===== config.mk =====
export PLATFORM = sky130hd
export DESIGN_NAME = range_sensor_scheduler
export DESIGN_NICKNAME = d
export VERILOG_FILES = /design/src/rtl/range_sensor_scheduler.sv
export SDC_FILE = /design/constraint.sdc
export NUM_CORES = 1
export LEC_CHECK = 0
export CAP_MARGIN = 10
export CORE_MARGIN = 2
export CORE_UTILIZATION = 55
export CTS_BUF_LIST = sky130_fd_sc_hd__clkbuf_16
export DETAILED_ROUTE_END_ITERATION = 6
export PLACE_DENSITY = 0.72
export SLEW_MARGIN = 20
export SYNTH_ARGS = -nofsm -noshare
export SYNTH_HDL_FRONTEND = slang
export SYNTH_SLANG_ARGS = --single-unit

===== constraint.sdc =====
create_clock -name CLK -period 3.4 [get_ports CLK]
set_input_delay 0.68 -clock CLK [delete_from_list [all_inputs] [get_ports CLK]]
set_output_delay 0.68 -clock CLK [all_outputs]
set_load 0.01 [all_outputs]

===== src/rtl/range_sensor_scheduler.sv =====
// Time-shares one ranging engine across three ultrasonic sensors (front, side-front, side-back).
// Optional build macro FRONT_PRIORITY_EN selects the 4-slot order front, side-front, front, side-back.
module range_sensor_scheduler #(
  parameter int TRIG_CYCLES   = 500,
  parameter int CYCLES_PER_CM = 2900,
  parameter int ECHO_TIMEOUT  = 1500000,
  parameter int GUARD_CYCLES  = 500000
) (
  input  logic       CLK,
  input  logic       RESET_N,
  input  logic       ENABLE,
  input  logic [2:0] ECHO,
  output logic [2:0] TRIG,
  output logic [7:0] DISTANCE_FRONT,
  output logic [7:0] DISTANCE_SIDE_FRONT,
  output logic [7:0] DISTANCE_SIDE_BACK,
  output logic       DIST_VALID,
  output logic [1:0] DIST_ID,
  output logic       NO_ECHO,
  output logic       BUSY
);

  localparam int PHASE_MAX = (TRIG_CYCLES > GUARD_CYCLES) ? TRIG_CYCLES : GUARD_CYCLES;
  localparam int PW = $clog2(PHASE_MAX + 1);
  localparam int TW = $clog2(ECHO_TIMEOUT + 1);
  localparam int SW = (CYCLES_PER_CM > 1) ? $clog2(CYCLES_PER_CM) : 1;

  localparam logic [PW-1:0] TRIG_LAST  = PW'(TRIG_CYCLES - 1);
  localparam logic [PW-1:0] GUARD_LAST = PW'(GUARD_CYCLES - 1);
  localparam logic [TW-1:0] TMO_LAST   = TW'(ECHO_TIMEOUT - 1);
  localparam logic [SW-1:0] PRESC_LAST = SW'(CYCLES_PER_CM - 1);

`ifdef FRONT_PRIORITY_EN
  localparam logic [1:0] LAST_SLOT = 2'd3;
`else
  localparam logic [1:0] LAST_SLOT = 2'd2;
`endif

  typedef enum logic [2:0] {
    S_IDLE,
    S_TRIG,
    S_WAIT_RISE,
    S_MEASURE,
    S_GUARD
  } state_e;

  // Maps a slot index onto the sensor fired in that slot.
  function automatic logic [1:0] slot_sensor(input logic [1:0] slot);
`ifdef FRONT_PRIORITY_EN
    case (slot)
      2'd1:    return 2'd1;
      2'd3:    return 2'd2;
      default: return 2'd0;
    endcase
`else
    return slot;
`endif
  endfunction

  state_e          state_q, state_d;
  logic [2:0]      trig_q, trig_d;
  logic [1:0]      slot_q, slot_d;
  logic [PW-1:0]   phase_q, phase_d;
  logic [TW-1:0]   tmo_q, tmo_d;
  logic [SW-1:0]   presc_q, presc_d;
  logic [7:0]      cm_q, cm_d;
  logic [7:0]      dist_front_q, dist_front_d;
  logic [7:0]      dist_sf_q, dist_sf_d;
  logic [7:0]      dist_sb_q, dist_sb_d;
  logic            dist_valid_q, dist_valid_d;
  logic            no_echo_q, no_echo_d;
  logic [1:0]      dist_id_q, dist_id_d;
  logic            busy_q, busy_d;
  logic [2:0]      echo_meta_q, echo_meta_d;
  logic [2:0]      echo_sync_q, echo_sync_d;
  logic [2:0]      echo_prev_q, echo_prev_d;

  logic [1:0]      sel;
  logic [1:0]      next_slot;
  logic            echo_now, echo_was, rise, fall, timeout;
  logic [SW-1:0]   presc_n;
  logic [7:0]      cm_n;
  logic            write_en;
  logic [7:0]      write_val;

  always_comb begin
    // NOTE: every _d starts from its _q so no branch below can leave a signal unassigned and infer a latch.
    state_d      = state_q;
    trig_d       = trig_q;
    slot_d       = slot_q;
    phase_d      = phase_q;
    tmo_d        = tmo_q;
    presc_d      = presc_q;
    cm_d         = cm_q;
    dist_front_d = dist_front_q;
    dist_sf_d    = dist_sf_q;
    dist_sb_d    = dist_sb_q;
    dist_valid_d = 1'b0;
    no_echo_d    = 1'b0;
    dist_id_d    = dist_id_q;
    write_en     = 1'b0;
    write_val    = 8'hFF;
    presc_n      = presc_q;
    cm_n         = cm_q;

    echo_meta_d = ECHO;
    echo_sync_d = echo_meta_q;
    echo_prev_d = echo_sync_q;

    sel       = slot_sensor(slot_q);
    next_slot = (slot_q == LAST_SLOT) ? 2'd0 : slot_q + 2'd1;
    echo_now  = echo_sync_q[sel];
    echo_was  = echo_prev_q[sel];
    rise      = echo_now & ~echo_was;
    fall      = ~echo_now & echo_was;
    timeout   = (tmo_q == TMO_LAST);

    // Counting on the delayed sample includes both the rise cycle and the last high cycle.
    if (echo_was) begin
      if (presc_q == PRESC_LAST) begin
        presc_n = '0;
        if (cm_q != 8'hFF) cm_n = cm_q + 8'd1;
      end else begin
        presc_n = presc_q + 1'b1;
      end
    end

    case (state_q)
      S_IDLE: begin
        if (ENABLE) begin
          state_d = S_TRIG;
          trig_d  = 3'b001 << sel;
          phase_d = '0;
        end
      end
      S_TRIG: begin
        if (phase_q == TRIG_LAST) begin
          state_d = S_WAIT_RISE;
          trig_d  = 3'b000;
          tmo_d   = '0;
        end else begin
          phase_d = phase_q + 1'b1;
        end
      end
      S_WAIT_RISE: begin
        if (timeout) begin
          state_d   = S_GUARD;
          phase_d   = '0;
          no_echo_d = 1'b1;
          dist_id_d = sel;
          write_en  = 1'b1;
        end else begin
          tmo_d = tmo_q + 1'b1;
          if (rise) begin
            state_d = S_MEASURE;
            presc_d = '0;
            cm_d    = 8'd0;
          end
        end
      end
      S_MEASURE: begin
        presc_d = presc_n;
        cm_d    = cm_n;
        if (fall) begin
          state_d      = S_GUARD;
          phase_d      = '0;
          dist_valid_d = 1'b1;
          dist_id_d    = sel;
          write_en     = 1'b1;
          write_val    = cm_n;
        end else if (timeout) begin
          state_d   = S_GUARD;
          phase_d   = '0;
          no_echo_d = 1'b1;
          dist_id_d = sel;
          write_en  = 1'b1;
        end else begin
          tmo_d = tmo_q + 1'b1;
        end
      end
      S_GUARD: begin
        if (phase_q == GUARD_LAST) begin
          slot_d  = next_slot;
          phase_d = '0;
          if (ENABLE) begin
            state_d = S_TRIG;
            trig_d  = 3'b001 << slot_sensor(next_slot);
          end else begin
            state_d = S_IDLE;
          end
        end else begin
          phase_d = phase_q + 1'b1;
        end
      end
      default: begin
        state_d = S_IDLE;
        trig_d  = 3'b000;
      end
    endcase

    if (write_en) begin
      case (sel)
        2'd0:    dist_front_d = write_val;
        2'd1:    dist_sf_d    = write_val;
        default: dist_sb_d    = write_val;
      endcase
    end

    busy_d = (state_d != S_IDLE);
  end

  always_ff @(posedge CLK or negedge RESET_N) begin
    if (!RESET_N) begin
      state_q      <= S_IDLE;
      trig_q       <= 3'b000;
      slot_q       <= 2'd0;
      phase_q      <= '0;
      tmo_q        <= '0;
      presc_q      <= '0;
      cm_q         <= 8'd0;
      dist_front_q <= 8'hFF;
      dist_sf_q    <= 8'hFF;
      dist_sb_q    <= 8'hFF;
      dist_valid_q <= 1'b0;
      no_echo_q    <= 1'b0;
      dist_id_q    <= 2'd0;
      busy_q       <= 1'b0;
      echo_meta_q  <= 3'b000;
      echo_sync_q  <= 3'b000;
      echo_prev_q  <= 3'b000;
    end else begin
      // NOTE: non-blocking assignments so every flop samples the pre-edge value of every other flop.
      state_q      <= state_d;
      trig_q       <= trig_d;
      slot_q       <= slot_d;
      phase_q      <= phase_d;
      tmo_q        <= tmo_d;
      presc_q      <= presc_d;
      cm_q         <= cm_d;
      dist_front_q <= dist_front_d;
      dist_sf_q    <= dist_sf_d;
      dist_sb_q    <= dist_sb_d;
      dist_valid_q <= dist_valid_d;
      no_echo_q    <= no_echo_d;
      dist_id_q    <= dist_id_d;
      busy_q       <= busy_d;
      echo_meta_q  <= echo_meta_d;
      echo_sync_q  <= echo_sync_d;
      echo_prev_q  <= echo_prev_d;
    end
  end

  assign TRIG                = trig_q;
  assign DISTANCE_FRONT      = dist_front_q;
  assign DISTANCE_SIDE_FRONT = dist_sf_q;
  assign DISTANCE_SIDE_BACK  = dist_sb_q;
  assign DIST_VALID          = dist_valid_q;
  assign DIST_ID             = dist_id_q;
  assign NO_ECHO             = no_echo_q;
  assign BUSY                = busy_q;

endmodule


# Word level (Yosys, flattened, before mapping)
# Index checks and enable logic that the tools add are counted.
[totals]
reg_bits = 106
word_cells = 120
[op_classes]
n_addsub = 5
magnitude_cmp = 1
eq_ne = 20
shift = 2
muxes = 52
n_bitwise = 6
reduce_logical = 17
[op_table]
columns = ["operator", "n"]
rows = [
  ["19-bit two-way mux", 5],
  ["19-bit one-hot mux with 5 select lines", 1],
  ["21-bit two-way mux", 3],
  ["21-bit one-hot mux with 3 select lines", 1],
  ["8-bit two-way mux", 7],
  ["12-bit two-way mux", 4],
  ["3-bit two-way mux", 11],
  ["12-bit one-hot mux with 2 select lines", 1],
  ["21-bit by 1-bit adder with 21-bit output (second input constant)", 1],
  ["21-bit == test (second input constant)", 1],
  ["19-bit by 1-bit adder with 19-bit output (second input constant)", 1],
  ["19-bit == test (second input constant)", 1],
  ["19-bit by 9-bit == test with 1-bit output (second input constant)", 1],
  ["2-bit != test (second input constant)", 9],
  ["8-bit one-hot mux with 2 select lines", 1],
  ["3-bit one-hot mux with 5 select lines", 1],
  ["12-bit by 1-bit adder with 12-bit output (second input constant)", 1],
  ["12-bit == test (second input constant)", 1],
  ["3-bit one-hot mux with 4 select lines", 1],
  ["3-bit AND reduction", 3],
  ["8-bit by 1-bit adder with 8-bit output (second input constant)", 1],
  ["1-bit two-way mux", 8],
  ["8-bit != test (second input constant)", 1],
  ["2-bit AND reduction", 4],
  ["22 further kinds", 34],
]

# Logic depth before layout (Yosys ltp)
# Gate-level depths: netlist of the first run.
[logic_depth]
depth_word = 8
mapped_depth = 9
ltp_nobuf = 7

# Worst setup path after synthesis of the first run
# No wires, ideal clock.
[synth_timing]
kind = "flip-flop to flip-flop"
startpoint = "register state_q[1]"
endpoint = "register trig_q[1], in the netlist TRIG[1]"
setup_time_ns = 0.127
t_arrival_ns = 2.279
required_ns = 3.273
setup_slack_ns = 0.994
path_stages_with_launch = 10
path_buffers = 3
synth_period_minus_slack_ns = 2.406
cell_sequence = "dfrtp_1 > buf_6 > or3b_4 > or3b_1 > clkbuf_2 > or2_1 > buf_6 > a21oi_2 > o32a_2 > mux2_1"
[synth_between]
elab_chain_len = 4
word_cells_on_any_way = 13
classes_between = "eq/ne (8); mux (1); bitwise (1); reduce/logical (3)"
[synth_lines]
columns = ["item", "line_no", "rtl"]
rows = [
  ["start: declaration", "60", "state_e state_q, state_d;"],
  ["start signal: assignment", "233", "state_q <= state_d;"],
  ["3-bit by 2-bit == test with 1-bit output", "128", "case (state_q)"],
  ["2-bit OR reduction (no line)", "--", ""],
  ["1-bit NOT (no line)", "--", ""],
  ["5-bit AND reduction (no line)", "--", ""],
  ["end signal: assignment", "234", "trig_q <= trig_d;"],
  ["end: declaration", "61", "logic [2:0] trig_q, trig_d;"],
]
# Parallel ways exist; a longest one is shown, timed or not.
# A chain may end at the register's enable or synchronous reset.

# Worst setup path in the final report of the first run
[layout_timing]
startpoint = "register tmo_q[0]"
endpoint = "register phase_q[9]"
[layout_between]
elab_chain_len = 4
[layout_lines]
columns = ["item", "line_no", "rtl"]
rows = [
  ["start: declaration", "64", "logic [TW-1:0] tmo_q, tmo_d;"],
  ["start signal: assignment", "237", "tmo_q <= tmo_d;"],
  ["21-bit == test *", "116", "timeout = (tmo_q == TMO_LAST);"],
  ["19-bit two-way mux *", "--", ""],
  ["19-bit two-way mux", "--", ""],
  ["19-bit one-hot mux with 5 select lines *", "--", ""],
  ["end signal: assignment", "236", "phase_q <= phase_d;"],
  ["end: declaration", "63", "logic [PW-1:0] phase_q, phase_d;"],
]
# Mark *: on every way between the ends. The rest lies on a longest branch, timed or not.

==> metrics.cfg, run 1 <==
[synthesis]
ys_seq_area_share_pct = 49.53
synth_cell_types = 68
synth_top_area_share_pct = 37.88
synth.avg_cell_area_um2 = 9.436
synth_edf_count = 0
synth-async-reset-ratio_pct = 100.0
synth_cells = 574
ys_seq_elements = 106
synthTopCellsByArea = dfrtp_1 (38%), dfstp_2 (12%), nor2_1 (5.2%)
yosysTopAreaCell = dfrtp_1
ys.warnings.count = 0
ys.flop_type = dfrtp_1
mappedNetlistNets = 584
syn_area_um2 = 5416

[timing]
clock_skew_ns = 0.007763
max_freq_mhz = 349.3
rsz0062_at_grt = false
finalMaxSlewViolations = 0
finalCritPeriodShare_pct = 84.20
worstMarginPinSlew_ns = 0.7793
hold_viol = 0
max_slew_margin_pct = 47.95
min_period_ns = 2.863
setup_viol = 0
final.setup.tns_ns = 0

[clocking]
cts_setup_buffers = 0
cts_tree = done
clockRootBuffer = clkbuf_16
clockBufferDepth = 2
clk_pin_slew_worst_paths_ns = 0.07
cts_resized = 0
clock_latency_ns = 0.35
cts_made_buffers = 9
cts.htree.levels = 3
clkSinkCount = 106
cts_hold_buffers = 0

[grt]
grt-ovfl-total = 0
grt_pass1_vias = 4158
grt_max_degree = 60
grt_use_total_pct = 24.27
grt_antenna_before_repair = 0
grt_pass1_wl_um = 20280

[pwr]
total_power_mw = 2.440
vdd_drop_max_mv = 0.2905
p_leak_nw = 2.510
power_density_nw_per_um2 = 391.0

[die]
die_x_um = 103.2
die_h_um = 103.2
core_area_um2 = 9684
pin_count = 38
start_util_pct = 55.93
die_area_um2 = 10660
rows = 36

[routing]
routed-via-count = 4438
route.detailed.drc = 0
wl_per_cell_um = 16.25
initialDrtViolationCount = 317
drt-vias-per-instance = 5.949
postRouteAntennaNets = 0
drt_wl_total_um = 12120
first_pass_iters = 5

[layout]
nets = 618
areaGrowthSynthToFinish_pct = 15.20
final_cell_mix = dfrtp_1 (82), nor2_1 (75), nand2_1 (62)
regArea_um2 = 2683
diodes = 0
fin_util_pct = 64.43
drive_gt1_share_pct = 10.77
final_common_cell = dfrtp_1
nFillCells = 791
multi_input_area_um2 = 2585

[setup_path]
crit_family = simple AND/OR/NAND/NOR gates
startpoint_type = flop
cp_cell_sequence = ha_1 -> and4_1 -> nor4b_2 -> a21oi_2 -> buf_4 -> and2_0 -> o21ai_0 -> o311ai_1
critPathBufInv = 1
worstSetupPathType = reg2reg
arrival_ns = 3.10
endpoint_kind = flop
required_ns = 3.64
cpPeakStageDelay_ns = 0.48
slowest_stage = a21oi_2
cp_max_fo = 12

[placement]
gp_congestion = 0.9742
dpl.hpwl_um = 8500
io_buffers = 37

[outcome]
status = finished, final reports clean

[min_path]
hold_class = reg2reg

[job]
drv_cap = 0

path summary, 6_finish.rpt:
kind,startpoint,endpoint,slack (ns),cells past startpoint
hold / removal,echo_meta_q[1],echo_prev_d[1],0.35,0
hold reg to reg,echo_meta_q[1],echo_prev_d[1],0.35,0
min in group asynchronous,RESET_N,presc_q[2],0.40,1
setup / recovery,tmo_q[0],phase_q[9],0.54,8
setup reg to reg,tmo_q[0],phase_q[9],0.54,8
max in group asynchronous,RESET_N,DISTANCE_SIDE_FRONT[1],2.23,2
worst register-to-register path: stages, from the launching register on:
cell	delay [ns]
dfrtp_1	0.42
ha_1	0.24
and4_1	0.31
nor4b_2	0.23
a21oi_2	0.48
buf_4	0.27
and2_0	0.45
o21ai_0	0.22
o311ai_1	0.13
Yosys cell counts, types with 4 or more instances:
library cell and number:
a21o_1 5, a21oi_1 32, a2bb2oi_1 4, and2_1 5
and3_1 12, buf_2 4, clkbuf_1 12, dfrtp_1 82
dfstp_2 24, ha_1 4, inv_1 11, mux2i_1 6
nand2_1 62, nand2b_1 8, nand3_1 27, nand4_1 24
nor2_1 75, nor2b_1 4, nor3_1 13, nor3b_1 4
nor4_1 4, o21ai_0 43, o22a_1 7, o31ai_1 12
or4_1 6, xnor2_1 5, xor2_1 18
cell type report:
class | count | area share [%]
repair buffers | 45 | 7.058
multi-input cells | 435 | 41.43
flip-flops and latches | 106 | 42.99
well taps | 133 | 2.667
clock buffers | 9 | 3.609
clock inverters | 7 | 1.584
inverters | 11 | 0.6617
logic make-up after synthesis:
family          synth area share (%)
fa+ha+maj                     0.9240
compound gates                 16.40
simple gates                   24.74
buf+inv                        2.749
flops                          49.53
xor+xnor                       3.719
mux                            1.940
routing by layer:
metal / up-vias / track usage [%] / wire (um)
li1: 2145 / - / -
met1: 2120 / 34.74 / 5380
met2: 149 / 38.06 / 5973
met3: 24 / 4.704 / 597
met4: 0 / 6.984 / 172
met5: - / 0 / 0
sequential cells by signal (all words and copies together) (netlist names):
name                 flops
state_q                  3
NO_ECHO                  1
DIST_ID                  2
DIST_VALID               1
BUSY                     1
DISTANCE_SIDE_FRONT      8
echo_meta_q              3
presc_q                 12
sel                      2
cm_q                     8
TRIG                     3
phase_q                 19
DISTANCE_SIDE_BACK       8
echo_prev_d              3
tmo_q                   21
DISTANCE_FRONT           8
echo_prev_q              3
power by group:
part / total (mW) / internal (mW) / switching (mW) / leakage, nW
registers: 1.27 / 1.27 / 0.00232 / 1.30
clock network: 1.13 / 0.652 / 0.475 / 0.157
logic: 0.0434 / 0.0108 / 0.0327 / 1.05
through the flow:
step,setup slack [ns],cell area [um2],hold slack (ns),cells
finish,0.5371,6240,0.3499,746
global route,0.2701,6240,0.3614,746
CTS,0.5536,6240,0.3487,746
detailed placement,0.5658,5916,0.3381,730
global placement,0.6488,5916,0.3398,730
floorplan,0.9935,5416,0.3312,574
No activity file was read; power rests on OpenSTA's default activity.
==> run 2, diff against run 1 <==
==> constraint.sdc (replaced) <==
create_clock -name CLK -period 2.95 [get_ports CLK]
set_input_delay 0.59 -clock CLK [delete_from_list [all_inputs] [get_ports CLK]]
set_output_delay 0.59 -clock CLK [all_outputs]
set_load 0.01 [all_outputs]
==> run 2 against run 1 <==
Utilization grew 0.81 points. Clock skew up 0.00085 ns. Largest power group unchanged. Highest routed layer unchanged. Critical endpoint is now TRIG[1]. First-iteration DRC count down 25%. Setup slack got worse by 0.24 ns. Sequential power is 15% higher. Die area did not move. Largest cell class unchanged. Critical path type unchanged. Design area grew 1.3%. Via count grew 1.5%. Final cell count increased by 1.7%. Routed wire length increased by 1.8%. Critical path depth shrank 1.
==> metrics.cfg, run 2 (same netlist as run 1, synthesis figures left out) <==
[outcome]
status = finished, final reports clean

[die]
die_x_um = 103.2  ; unchanged
die_h_um = 103.2  ; unchanged
pin_count = 38  ; unchanged
core_area_um2 = 9684  ; unchanged
rows = 36  ; unchanged
die_area_um2 = 10660  ; unchanged
start_util_pct = 55.93  ; unchanged

[job]
drv_cap = 0  ; unchanged

[placement]
dpl.hpwl_um = 8694  ; +2.3%
place_ws_ns = 0.3569  ; -0.2088 ns
gp_congestion = 0.8880  ; -8.8%
io_buffers = 37  ; unchanged
place_inst = 743  ; +1.8%

[layout]
diodes = 0  ; unchanged
final_cells = 759  ; +1.7%
final_common_cell = dfrtp_1
top_regs = tmo_q: 21 flops, phase_q: 19 flops, presc_q: 12 flops
areaGrowthSynthToFinish_pct = 16.66
final_cell_mix = dfrtp_1 (82), nor2_1 (75), nand2_1 (62)
drive_gt1_share_pct = 12.30  ; +1.5 points
largest_reg_flops = 21  ; unchanged
nets = 631  ; +2.1%
top_register = tmo_q

[routing]
routed-via-count = 4506  ; +1.5%
wl_per_cell_um = 16.26  ; about the same
postRouteAntennaNets = 0  ; unchanged
drt_wl_total_um = 12340  ; +1.8%
drt-vias-per-instance = 5.937  ; -0.21%
initialDrtViolationCount = 237  ; -25%
route.detailed.drc = 0  ; unchanged
first_pass_iters = 5  ; unchanged

[clocking]
cts_hold_buffers = 0  ; unchanged
cts_setup_buffers = 0  ; unchanged
clockRootBuffer = clkbuf_16
clock_latency_ns = 0.35  ; about the same
cts_made_buffers = 9  ; unchanged
cts.htree.levels = 3  ; unchanged
cts_tree = done
clockBufferDepth = 2  ; unchanged
clkSinkCount = 106  ; unchanged
clk_pin_slew_worst_paths_ns = 0.07  ; about the same
cts_resized = 0  ; unchanged

[timing]
finalHoldWorstSlack_ns = 0.2235  ; -0.1265 ns
max_slew_margin_pct = 59.15  ; +11 points
setup_viol = 0  ; unchanged
clock_skew_ns = 0.008609  ; +0.0008462 ns
rsz0062_at_grt = false
max_freq_mhz = 377.0  ; +7.9%
min_period_ns = 2.652  ; -0.2105 ns
hold_viol = 0  ; unchanged
finalCritPeriodShare_pct = 89.91  ; +5.7 points
finalMaxSlewViolations = 0  ; unchanged
worstMarginPinSlew_ns = 0.6128  ; -0.1666 ns
final.setup.tns_ns = 0  ; unchanged
setup_slack_ns = 0.2976  ; -0.2395 ns

[pwr]
combPwrFrac_pct = 1.9  ; about the same
sw_frac_of_total_pct = 20.14  ; -0.76 points
p_leak_nw = 2.573  ; +2.5%
power_density_nw_per_um2 = 431.1  ; +10%
p_seq_share_pct = 53.8  ; +1.8 points
total_power_mw = 2.724  ; +12%
vdd_drop_max_mv = 0.3486  ; +20%
p_int_mw = 2.175  ; +13%
clockPowerShare_pct = 44.3  ; -1.9 points
p_switching_uw = 548.6  ; +7.6%

[setup_path]
endpoint_kind = flop
startpoint_type = flop
r2r_slack_ns = 0.30  ; -0.24 ns
arrival_ns = 2.88  ; -0.22 ns
worstSetupPathType = reg2reg
required_ns = 3.18  ; -0.46 ns
cp_max_fo = 8  ; -4

[grt]
grt_pass1_wl_um = 20510  ; +1.1%
grt_use_total_pct = 24.68  ; +0.41 points
grt_max_degree = 50  ; -17%
grt_pass1_vias = 4239  ; +1.9%
grt-ovfl-total = 0  ; unchanged
grt_antenna_before_repair = 0  ; unchanged

[min_path]
hold_class = in2async

[run 2: layout make-up]
class	instances	area [um2]
Fill cell	779	3366
Sequential cell	106	2683
Timing Repair Buffer	58	538.0
Clock inverter	6	55.05
Multi-Input combinational cell	435	2585
Inverter	11	41.29
Clock buffer	10	250.2
Tap cell	133	166.4
[run 2: final timing paths]
kind                           startpoint  cells past startpoint                    end
min in group CLK           echo_meta_q[1]                      0         echo_prev_d[1]
hold reg to reg            echo_meta_q[1]                      0         echo_prev_d[1]
hold / removal                    RESET_N                      1         echo_prev_q[2]
setup reg to reg               phase_q[0]                      7                TRIG[1]
max in group asynchronous         RESET_N                      2  DISTANCE_SIDE_BACK[3]
setup / recovery               phase_q[0]                      7                TRIG[1]
[run 2: layer usage]
layer / up-vias / part of all wire, % / routed length, um / GRT usage [%]
met2: 103 / 48 / 5981 / 39.91
met3: 14 / 4.5 / 552 / 6.116
met1: 2211 / 46 / 5673 / 33.80
met4: 0 / 1.1 / 135 / 5.972
li1: 2178 / - / - / -
met5: - / 0 / 0 / 0
[run 2: power groups by stage]
stage,logic (mW),clock network [mW],registers [mW]
after global routing,0.0607,1.29,1.46
after floorplan,0.00961,0,1.49
after detailed placement,0.0548,0,1.49
after global placement,0.0537,0,1.49
after CTS,0.0547,1.23,1.46
final,0.0524,1.21,1.46
[run 2: worst max-delay path, stage by stage, from the launching register on]
cell and delay (ns):
dfrtp_1 0.41, ha_1 0.27, nor4b_1 0.32, or3b_1 0.46, or2_1 0.38, a21oi_2 0.18, o32a_2 0.19, mux2_1 0.32
[run 2: metrics by stage]
stage	util (%)	cell area (um2)
finish	65.25	6319
global route	65.25	6319
floorplan	-	5416
detailed placement	62.09	6013
CTS	65.25	6319
global placement	62.09	6013
==> run 3, diff against run 2 <==
--- a/config.mk
+++ b/config.mk
@@ -10,6 +10,7 @@
 export CORE_UTILIZATION = 55
 export CTS_BUF_LIST = sky130_fd_sc_hd__clkbuf_16
 export DETAILED_ROUTE_END_ITERATION = 6
+export GPL_TIMING_DRIVEN = 0
 export PLACE_DENSITY = 0.72
 export SLEW_MARGIN = 20
 export SYNTH_ARGS = -nofsm -noshare
==> run 3 against run 2 <==
Setup slack worse by 0.088 ns. Clock power is 4% higher. Utilization is 0.12 points higher. Non-clock buffer count is 3 higher. Clock skew is 0.0046 ns lower. Clock-buffer cell count is 1 lower. Combinational power is 2% lower. Design area is 0.18% higher. Largest cell class unchanged. Largest power group unchanged.
==> metrics.cfg, run 3 (same netlist as run 1, synthesis figures left out) <==
[grt]
grt_antenna_before_repair = 0  ; unchanged
grt_pass1_vias = 4409  ; +4.0%
grt_use_total_pct = 25.28  ; +0.60 points
grt_pass1_wl_um = 20960  ; +2.2%
grt_max_degree = 59  ; +18%
grt-ovfl-total = 0  ; unchanged

[timing]
worstMarginPinSlew_ns = 0.6831  ; +0.07030 ns
final.setup.tns_ns = 0  ; unchanged
finalCritPeriodShare_pct = 92.88  ; +3.0 points
rsz0062_at_grt = false
max_slew_margin_pct = 54.46  ; -4.7 points
setup_slack_ns = 0.2100  ; -0.08760 ns
clock_skew_ns = 0.003964  ; -0.004644 ns
hold_viol = 0  ; unchanged
finalMaxSlewViolations = 0  ; unchanged
max_freq_mhz = 365.0  ; -3.2%
min_period_ns = 2.740  ; +0.08760 ns
setup_viol = 0  ; unchanged

[layout]
largest_reg_flops = 21  ; unchanged
final_cell_mix = dfrtp_1 (82), nor2_1 (74), nand2_1 (62)
top_register = tmo_q
areaGrowthSynthToFinish_pct = 16.86
final_common_cell = dfrtp_1
nets = 634  ; +0.48%
diodes = 0  ; unchanged
top_regs = tmo_q: 21 flops, phase_q: 19 flops, presc_q: 12 flops
drive_gt1_share_pct = 10.97  ; -1.3 points

[die]
core_area_um2 = 9684  ; unchanged
pin_count = 38  ; unchanged
die_x_um = 103.2  ; unchanged
die_h_um = 103.2  ; unchanged
die_area_um2 = 10660  ; unchanged
rows = 36  ; unchanged
start_util_pct = 55.93  ; unchanged

[setup_path]
r2r_cells = 9  ; +2
worstSetupPathType = reg2reg
startpoint_type = flop
required_ns = 3.19  ; about the same
cp_max_fo = 8  ; unchanged
arrival_ns = 2.98  ; +0.10 ns
endpoint_kind = flop

[routing]
wl_per_cell_um = 16.44  ; +1.1%
route.detailed.drc = 0  ; unchanged
initialDrtViolationCount = 285  ; +20%
postRouteAntennaNets = 0  ; unchanged
drt_wl_total_um = 12530  ; +1.5%
first_pass_iters = 5  ; unchanged
drt-vias-per-instance = 6.009  ; +1.2%
routed-via-count = 4579  ; +1.6%

[placement]
place_ws_ns = 0.2012  ; -0.1558 ns
io_buffers = 37  ; unchanged
dpl.hpwl_um = 8703  ; +0.11%
gp_congestion = 0.8811  ; -0.78%

[clocking]
clock_latency_ns = 0.35  ; about the same
cts_hold_buffers = 0  ; unchanged
clockBufferDepth = 2  ; unchanged
cts_made_buffers = 9  ; unchanged
cts_tree = done
clk_pin_slew_worst_paths_ns = 0.07  ; about the same
cts.htree.levels = 3  ; unchanged
clockRootBuffer = clkbuf_16
clkSinkCount = 106  ; unchanged

[pwr]
p_leak_nw = 2.549  ; -0.94%
power_density_nw_per_um2 = 438.6  ; +1.7%
vdd_drop_max_mv = 0.3650  ; +4.7%

[min_path]
hold_class = in2async

[outcome]
status = finished, final reports clean

[job]
drv_cap = 0  ; unchanged

## run 3: power by group
group	internal (mW)	total, mW	switching (mW)
registers	1.46	1.46	0.00262
logic	0.0134	0.0514	0.0380
clock network	0.735	1.26	0.527
total	2.21	2.78	0.568
## run 3: layer usage
layer	routed length (um)	share of wire, %	GRT usage [%]
met1	5637	45	33.44
met2	6273	50	41.66
met3	463	3.7	5.981
met4	157	1.3	7.692
met5	0	0	0
## run 3: final timing paths
check,startpoint,endpoint,slack (ns)
max in group asynchronous,RESET_N,DISTANCE_SIDE_BACK[0],2.11
min in group CLK,echo_meta_q[2],echo_prev_d[2],0.35
worst max-delay path,phase_q[0],TRIG[1],0.21
worst min-delay path,RESET_N,presc_q[8],0.16
worst min register to register,echo_meta_q[2],echo_prev_d[2],0.35
worst max register to register,phase_q[0],TRIG[1],0.21
## run 3: repair_timing
action,CTS,global route
setup buffers,0,1
resized for setup,0,5
endpoints found under the setup margin,0,29
## run 3: critical path: stages, from the launching register on
cell and delay, ns:
dfrtp_1 0.41, ha_1 0.27, nor4b_1 0.42, or3b_1 0.39, clkbuf_2 0.14, or2_1 0.22
buf_6 0.14, a21oi_2 0.12, o32a_2 0.19, mux2_1 0.32
## run 3: metrics by stage
stage | cell area (um2) | total power [mW] | hold slack, ns | utilization, % | std cells
final | 6330 | 2.776 | 0.1631 | 65.36 | 762
after global routing | 6330 | 2.863 | 0.2085 | 65.36 | 762
after CTS | 6292 | 2.800 | 0.1846 | 64.97 | 761
after detailed placement | 5982 | 1.543 | 0.3373 | 61.77 | 745
after global placement | 5953 | 1.538 | 0.3382 | 61.47 | 744
after floorplan | 5416 | 1.499 | 0.2944 | - | 574
## run 3: final cells by class
type / instances / area [um2]
fill: 812 / 3354
clock buffer: 9 / 225.2
multi-input combinational: 435 / 2615
clock inverter: 7 / 85.08
tap: 133 / 166.4
timing repair buffer: 39 / 406.6
inverter: 11 / 41.29
sequential: 106 / 2683
buffer: 22 / 107.6
